`src/rtl/light_sched.sv`:
```
// Ambient-light conversion scheduler: periodic ADC requests, windowed
// averaging, hysteresis and PWM duty publication.
module light_sched #(
  parameter int PERIOD   = 24000,
  parameter int AVG_LOG2 = 3,
  parameter int HYST     = 4,
  parameter int TIMEOUT  = 1023,
  parameter bit INVERT   = 1'b1
) (
  input  logic       clk,
  input  logic       rst,
  input  logic       en,
  output logic       conv_start,
  input  logic       conv_done,
  input  logic [7:0] conv_data,
  output logic [7:0] duty,
  output logic       duty_valid,
  output logic       timeout_err,
  input  logic       err_clr
);

  localparam int PW = $clog2(PERIOD);
  localparam int TW = $clog2(TIMEOUT + 1);
  localparam int AW = 8 + AVG_LOG2;
  localparam int CW = AVG_LOG2 + 1;
  localparam int NS = 1 << AVG_LOG2;

  typedef enum logic [2:0] {
    IDLE, WAIT, START, CONV, UPD
  } state_t;

  state_t          state_q;
  logic [PW-1:0]   pcnt_q, pcnt_d;
  logic [TW-1:0]   tcnt_q, tnext;
  logic [AW-1:0]   acc_q, sum;
  logic [CW-1:0]   cnt_q;
  logic            first_q;
  logic            start_q;
  logic            dv_q;
  logic            err_q;
  logic [7:0]      duty_q;
  logic [7:0]      avg, cand, diff;
  logic            tick, last, wr, to;

  always_comb begin
    pcnt_d = '0;
    if (en && pcnt_q != PW'(PERIOD - 1))
      pcnt_d = pcnt_q + 1'b1;
  end

  assign tick  = en && (pcnt_q == PW'(PERIOD - 1));
  assign tnext = tcnt_q + 1'b1;
  assign to    = (tnext == TW'(TIMEOUT));
  assign last  = (cnt_q == CW'(NS - 1));

  // Window decision is taken on the completing sample so duty lands next cycle
  assign sum  = acc_q + AW'(conv_data);
  assign avg  = 8'(sum >> AVG_LOG2);
  assign cand = INVERT ? (8'd255 - avg) : avg;
  assign diff = (cand >= duty_q) ? (cand - duty_q)
                                 : (duty_q - cand);
  assign wr   = first_q || ({1'b0, diff} >= 9'(HYST));

  always_ff @(posedge clk or posedge rst) begin
    if (rst) pcnt_q <= '0;
    else     pcnt_q <= pcnt_d;
  end

  always_ff @(posedge clk or posedge rst) begin
    if (rst) begin
      state_q <= IDLE;
      start_q <= 1'b0;
      dv_q    <= 1'b0;
      err_q   <= 1'b0;
      duty_q  <= '0;
      acc_q   <= '0;
      cnt_q   <= '0;
      first_q <= 1'b1;
      tcnt_q  <= '0;
    end else begin
      start_q <= 1'b0;
      dv_q    <= 1'b0;
      if (err_clr) err_q <= 1'b0;
      unique case (state_q)
        IDLE: begin
          acc_q   <= '0;
          cnt_q   <= '0;
          first_q <= 1'b1;
          if (en) state_q <= WAIT;
        end
        WAIT: begin
          tcnt_q <= '0;
          if (!en) begin
            state_q <= IDLE;
          end else if (tick) begin
            state_q <= START;
            start_q <= 1'b1;
          end
        end
        START: begin
          tcnt_q  <= TW'(1);
          state_q <= CONV;
        end
        CONV: begin
          tcnt_q <= tnext;
          if (conv_done) begin
            if (!en) begin
              state_q <= IDLE;
            end else if (last) begin
              state_q <= UPD;
              acc_q   <= '0;
              cnt_q   <= '0;
              if (wr) begin
                duty_q  <= cand;
                dv_q    <= 1'b1;
                first_q <= 1'b0;
              end
            end else begin
              state_q <= WAIT;
              acc_q   <= sum;
              cnt_q   <= cnt_q + 1'b1;
            end
          end else if (to) begin
            err_q   <= 1'b1;
            state_q <= en ? WAIT : IDLE;
          end
        end
        UPD:     state_q <= WAIT;
        default: state_q <= IDLE;
      endcase
    end
  end

  assign conv_start  = start_q;
  assign duty        = duty_q;
  assign duty_valid  = dv_q;
  assign timeout_err = err_q;

endmodule

```
`config.mk`:
```
export PLATFORM = sky130hd
export DESIGN_NAME = light_sched
export DESIGN_NICKNAME = d
export VERILOG_FILES = /design/src/rtl/light_sched.sv
export SDC_FILE = /design/constraint.sdc
export NUM_CORES = 1
export LEC_CHECK = 0
export ABC_AREA = 1
export BUFFER_PORTS_ARGS = -buffer_cell sky130_fd_sc_hd__buf_2
export CORE_MARGIN = 5
export CORE_UTILIZATION = 66
export CTS_BUF_LIST = sky130_fd_sc_hd__clkbuf_16
export CTS_CLUSTER_SIZE = 16
export DETAILED_ROUTE_END_ITERATION = 16
export GPL_ROUTABILITY_DRIVEN = 0
export GPL_TIMING_DRIVEN = 0
export PLACE_DENSITY = 0.94
export SLEW_MARGIN = 20
export SYNTH_ARGS = -nofsm -noshare
export SYNTH_HDL_FRONTEND = slang
export SYNTH_SLANG_ARGS = --single-unit
export TNS_END_PERCENT = 20
```
`constraint.sdc`:
```
create_clock -name clk -period 9.2 [get_ports clk]
set_input_delay 1.38 -clock clk [delete_from_list [all_inputs] [get_ports clk]]
set_output_delay 1.38 -clock clk [all_outputs]
set_load 0.02 [all_outputs]
```
==> reports/metrics.csv <==
stage,metric,value,unit
sta,rsz0062_at_grt,no,
setup_path,reg2reg_slack,5.21,ns
worst_hold_path,min_from,pcnt_q[0],
yosys,syn_inst,537,
layout,n_antenna_cell,0,
sta,slew_headroom,59.60,%
floorplan,ios,24,
global_route,grt_usage,24.62,%
route,drtIter0Drc,226,
outcome,outcome,"complete, no violations",
yosys,post-synth-top-area-fraction,34.34,%
global_route,grt_pass1_wl,15090,µm
sta,worst_pin_slew,0.6052,ns
worst_hold_path,hold_end,pcnt_q[0],
setup_path,crit_fanout,8,
layout,drive_gt1_share,10.19,%
placed_design,place_ws,4.109,ns
clocking,htreeDepth,2,
global_route,grt_pass1_vias,3595,
layout,final_net_count,613,
yosys,synthFlopType,dfrtp_1,
yosys,synth_edf_count,0,
sta,hold_ws,0.4579,ns
yosys,avgSynthCellArea,7.328,µm²
global_route,grt_max_degree,29,
sta,drv_slew,0,
sta,max_freq,0.2084,GHz
layout,syn_to_final_growth,9.412,%
sta,finalCritPeriodShare,52.15,%
floorplan,num_rows,28,
clocking,worst_skew_pair.late_latency,0.29,ns
sta,min_period,4.798,ns
clocking,post_cts_resized,0,
yosys,yosysWarnings,0,
setup_path,worstSetupEndpointType,register,
yosys,synthesis.area,3935,µm²
global_route,overflow,0,
floorplan,fp.coreArea,5851,µm²
sta,fin_ws,4.402,ns
floorplan,die_width,87.22,µm
route,antenna_left,0,
setup_path,r2r_cells,24,
setup_path,critPathKind,input pin to register,
placed_design,dp.final_hpwl,6745,µm
yosys,synth_fp_nets,582,
floorplan,die_h,87.22,µm
setup_path,reg2reg_to,duty[0],
floorplan,die_area,7606,µm²
clocking,cts_tree,built,
route,dr_total_vias,3551,
yosys,synth_seq_cells,55,
pwr,p_per_area,199.8,nW/µm²
route,wire_per_inst,13.29,µm
yosys,synth_top_cell_by_area,dfrtp_1,
worst_hold_path,hold_path.class,register to register,
yosys,yosys.cell_types.count,42,
clocking,cts_setup_buffers,0,
flow_run,maxCapViolCount,0,
setup_path,cp.required,9.38,ns
setup_path,cp.arrival,4.98,ns
sta,hold_violations,0,
setup_path,r2r_start,acc_q[0],
route,wirelength,8560,µm
sta,setup_viol,0,
sta,fin_skew,0.01056,ns
floorplan,start_util,67.26,%
clocking,hold_buffers,0,
clocking,clk_pin_slew,0.07,ns
pwr,ir_drop,0.0001287,V
global_route,antenna_found_initial,0,
clocking,cts_root_buffer,clkbuf_16,
yosys,ys_seq_area_share,35.01,%
route,vias_per_cell,5.514,
clocking,numCtsBuffers,5,
setup_path,cp-start-kind,input pin,
yosys,synth_area_leaders,"dfrtp_1, nand2_1, inv_1",
sta,setup_tns,0,ns
route,drt_first_pass_iters,4,
placed_design,port_buffers,23,
worst_hold_path,hold_path_depth,1,
pwr,p_leak,2.233,nW
route,drc,0,
clocking,cts_sinks,55,
yosys,async_reset_ff_share,100.0,%
clocking,clk_path_buf_depth,2,
==> flip-flops by register name, indices dropped and copies added, names as in the netlist <==
signal       flops
acc_q           11
duty_valid       1
pcnt_q          15
duty             8
conv_start       1
cnt_q            4
first_q          1
state_q          3
timeout_err      1
tcnt_q          10
==> Yosys cell counts, types with 2 or more instances <==
| master | count |
|---|---|
| inv_2 | 3 |
| nor2_4 | 2 |
| buf_2 | 2 |
| xnor2_1 | 3 |
| nand3_1 | 43 |
| nor2_1 | 38 |
| nand4_1 | 5 |
| xor2_1 | 17 |
| a22o_1 | 2 |
| nor3_1 | 10 |
| o22ai_1 | 10 |
| dfrtp_1 | 54 |
| o21bai_1 | 2 |
| nand3_2 | 4 |
| nand2_1 | 138 |
| nor2_2 | 4 |
| nand2_2 | 5 |
| o21ai_0 | 24 |
| nor4_1 | 2 |
| inv_1 | 97 |
| fa_1 | 3 |
| ha_1 | 29 |
| a21oi_1 | 20 |
| a21oi_4 | 2 |
==> power breakdown <==
group          switching (mW)  internal [mW]  leakage [nW]
clock                  0.0809         0.0995        0.0726
combinational           0.270          0.130          1.40
sequential             0.0171          0.263         0.756
==> logic make-up (layout without fill, tap and decap cells) <==
kind of cell	count (synthesis)	after routing	share of synthesized area [%]
simple gates	255	255	28.62
buf+inv	104	136	9.984
compound gates	71	71	11.19
flops	55	55	35.01
fa+ha+maj	32	32	10.75
xor+xnor	20	20	4.452
==> cell type report <==
cell class              instances  area, µm²
multi-input cells             378       2165
fillers                       434       1545
flip-flops and latches         55       1378
inverters                     101      379.1
repair buffers                 24      135.1
clock buffers                   5      125.1
well taps                      75      93.84
clock inverters                 3      16.27
plain buffers                   3      13.76
==> stage by stage <==
stage	area [µm²]	util (%)	power [mW]	instances
after detailed placement	4164	71.17	0.6746	636
final	4305	73.59	0.8600	644
after global routing	4305	73.59	0.9240	644
after floorplan	3935	-	0.5825	537
after CTS	4305	73.59	0.8551	644
after global placement	4144	70.83	0.6504	635
==> cells in the final DEF (no fill, tap or decap), types with 2 or more instances in the layout <==
cell type  count
nand2_1      138
inv_1         97
dfrtp_1       54
nand3_1       43
nor2_1        38
ha_1          29
buf_2         25
o21ai_0       24
a21oi_1       20
xor2_1        17
o22ai_1       10
nor3_1        10
nand2_2        5
nand4_1        5
clkbuf_16      5
nand3_2        4
inv_2          4
nor2_2         4
xnor2_1        3
fa_1           3
nor2_4         2
a21oi_4        2
o21bai_1       2
nor4_1         2
clkinv_1       2
a22o_1         2
==> how the worst max path moves through the flow <==
stage | cells after the start | startpoint | endpoint
final | 25 | conv_data[0] | duty[0]
after global routing | 25 | conv_data[0] | duty[6]
after CTS | 25 | conv_data[0] | duty[0]
after detailed placement | 25 | conv_data[0] | duty[0]
after global placement | 25 | conv_data[0] | duty[6]
after floorplan | 24 | conv_data[0] | duty[1]
==> worst max-delay path, stage by stage <==
cell      delay [ns]
buf_2           0.09
ha_1            0.20
inv_1           0.09
fa_1            0.36
inv_1           0.08
nand2_1         0.05
inv_1           0.08
nand2_1         0.05
nand2_1         0.09
a21boi_1        0.09
o21ai_1         0.26
xor2_1          0.38
ha_1            0.41
nand2_1         0.11
nand2_2         0.07
a21oi_4         0.21
nand2_2         0.10
nor2_4          0.12
nand3_1         0.08
nand2_1         0.11
nand2_1         0.06
nor2_1          0.10
nand2_1         0.21
nand3_1         0.15
nand2_1         0.07
==> per-layer routing <==
metal  global-route usage, %  up-vias  wire length [µm]
met5                       0        -                 0
met4                   10.46        0               185
met3                   4.352       22               343
met2                   44.58       90              4503
met1                   28.37     1668              3528
li1                        -     1771                 -
Power figures use the tool's default switching activity.
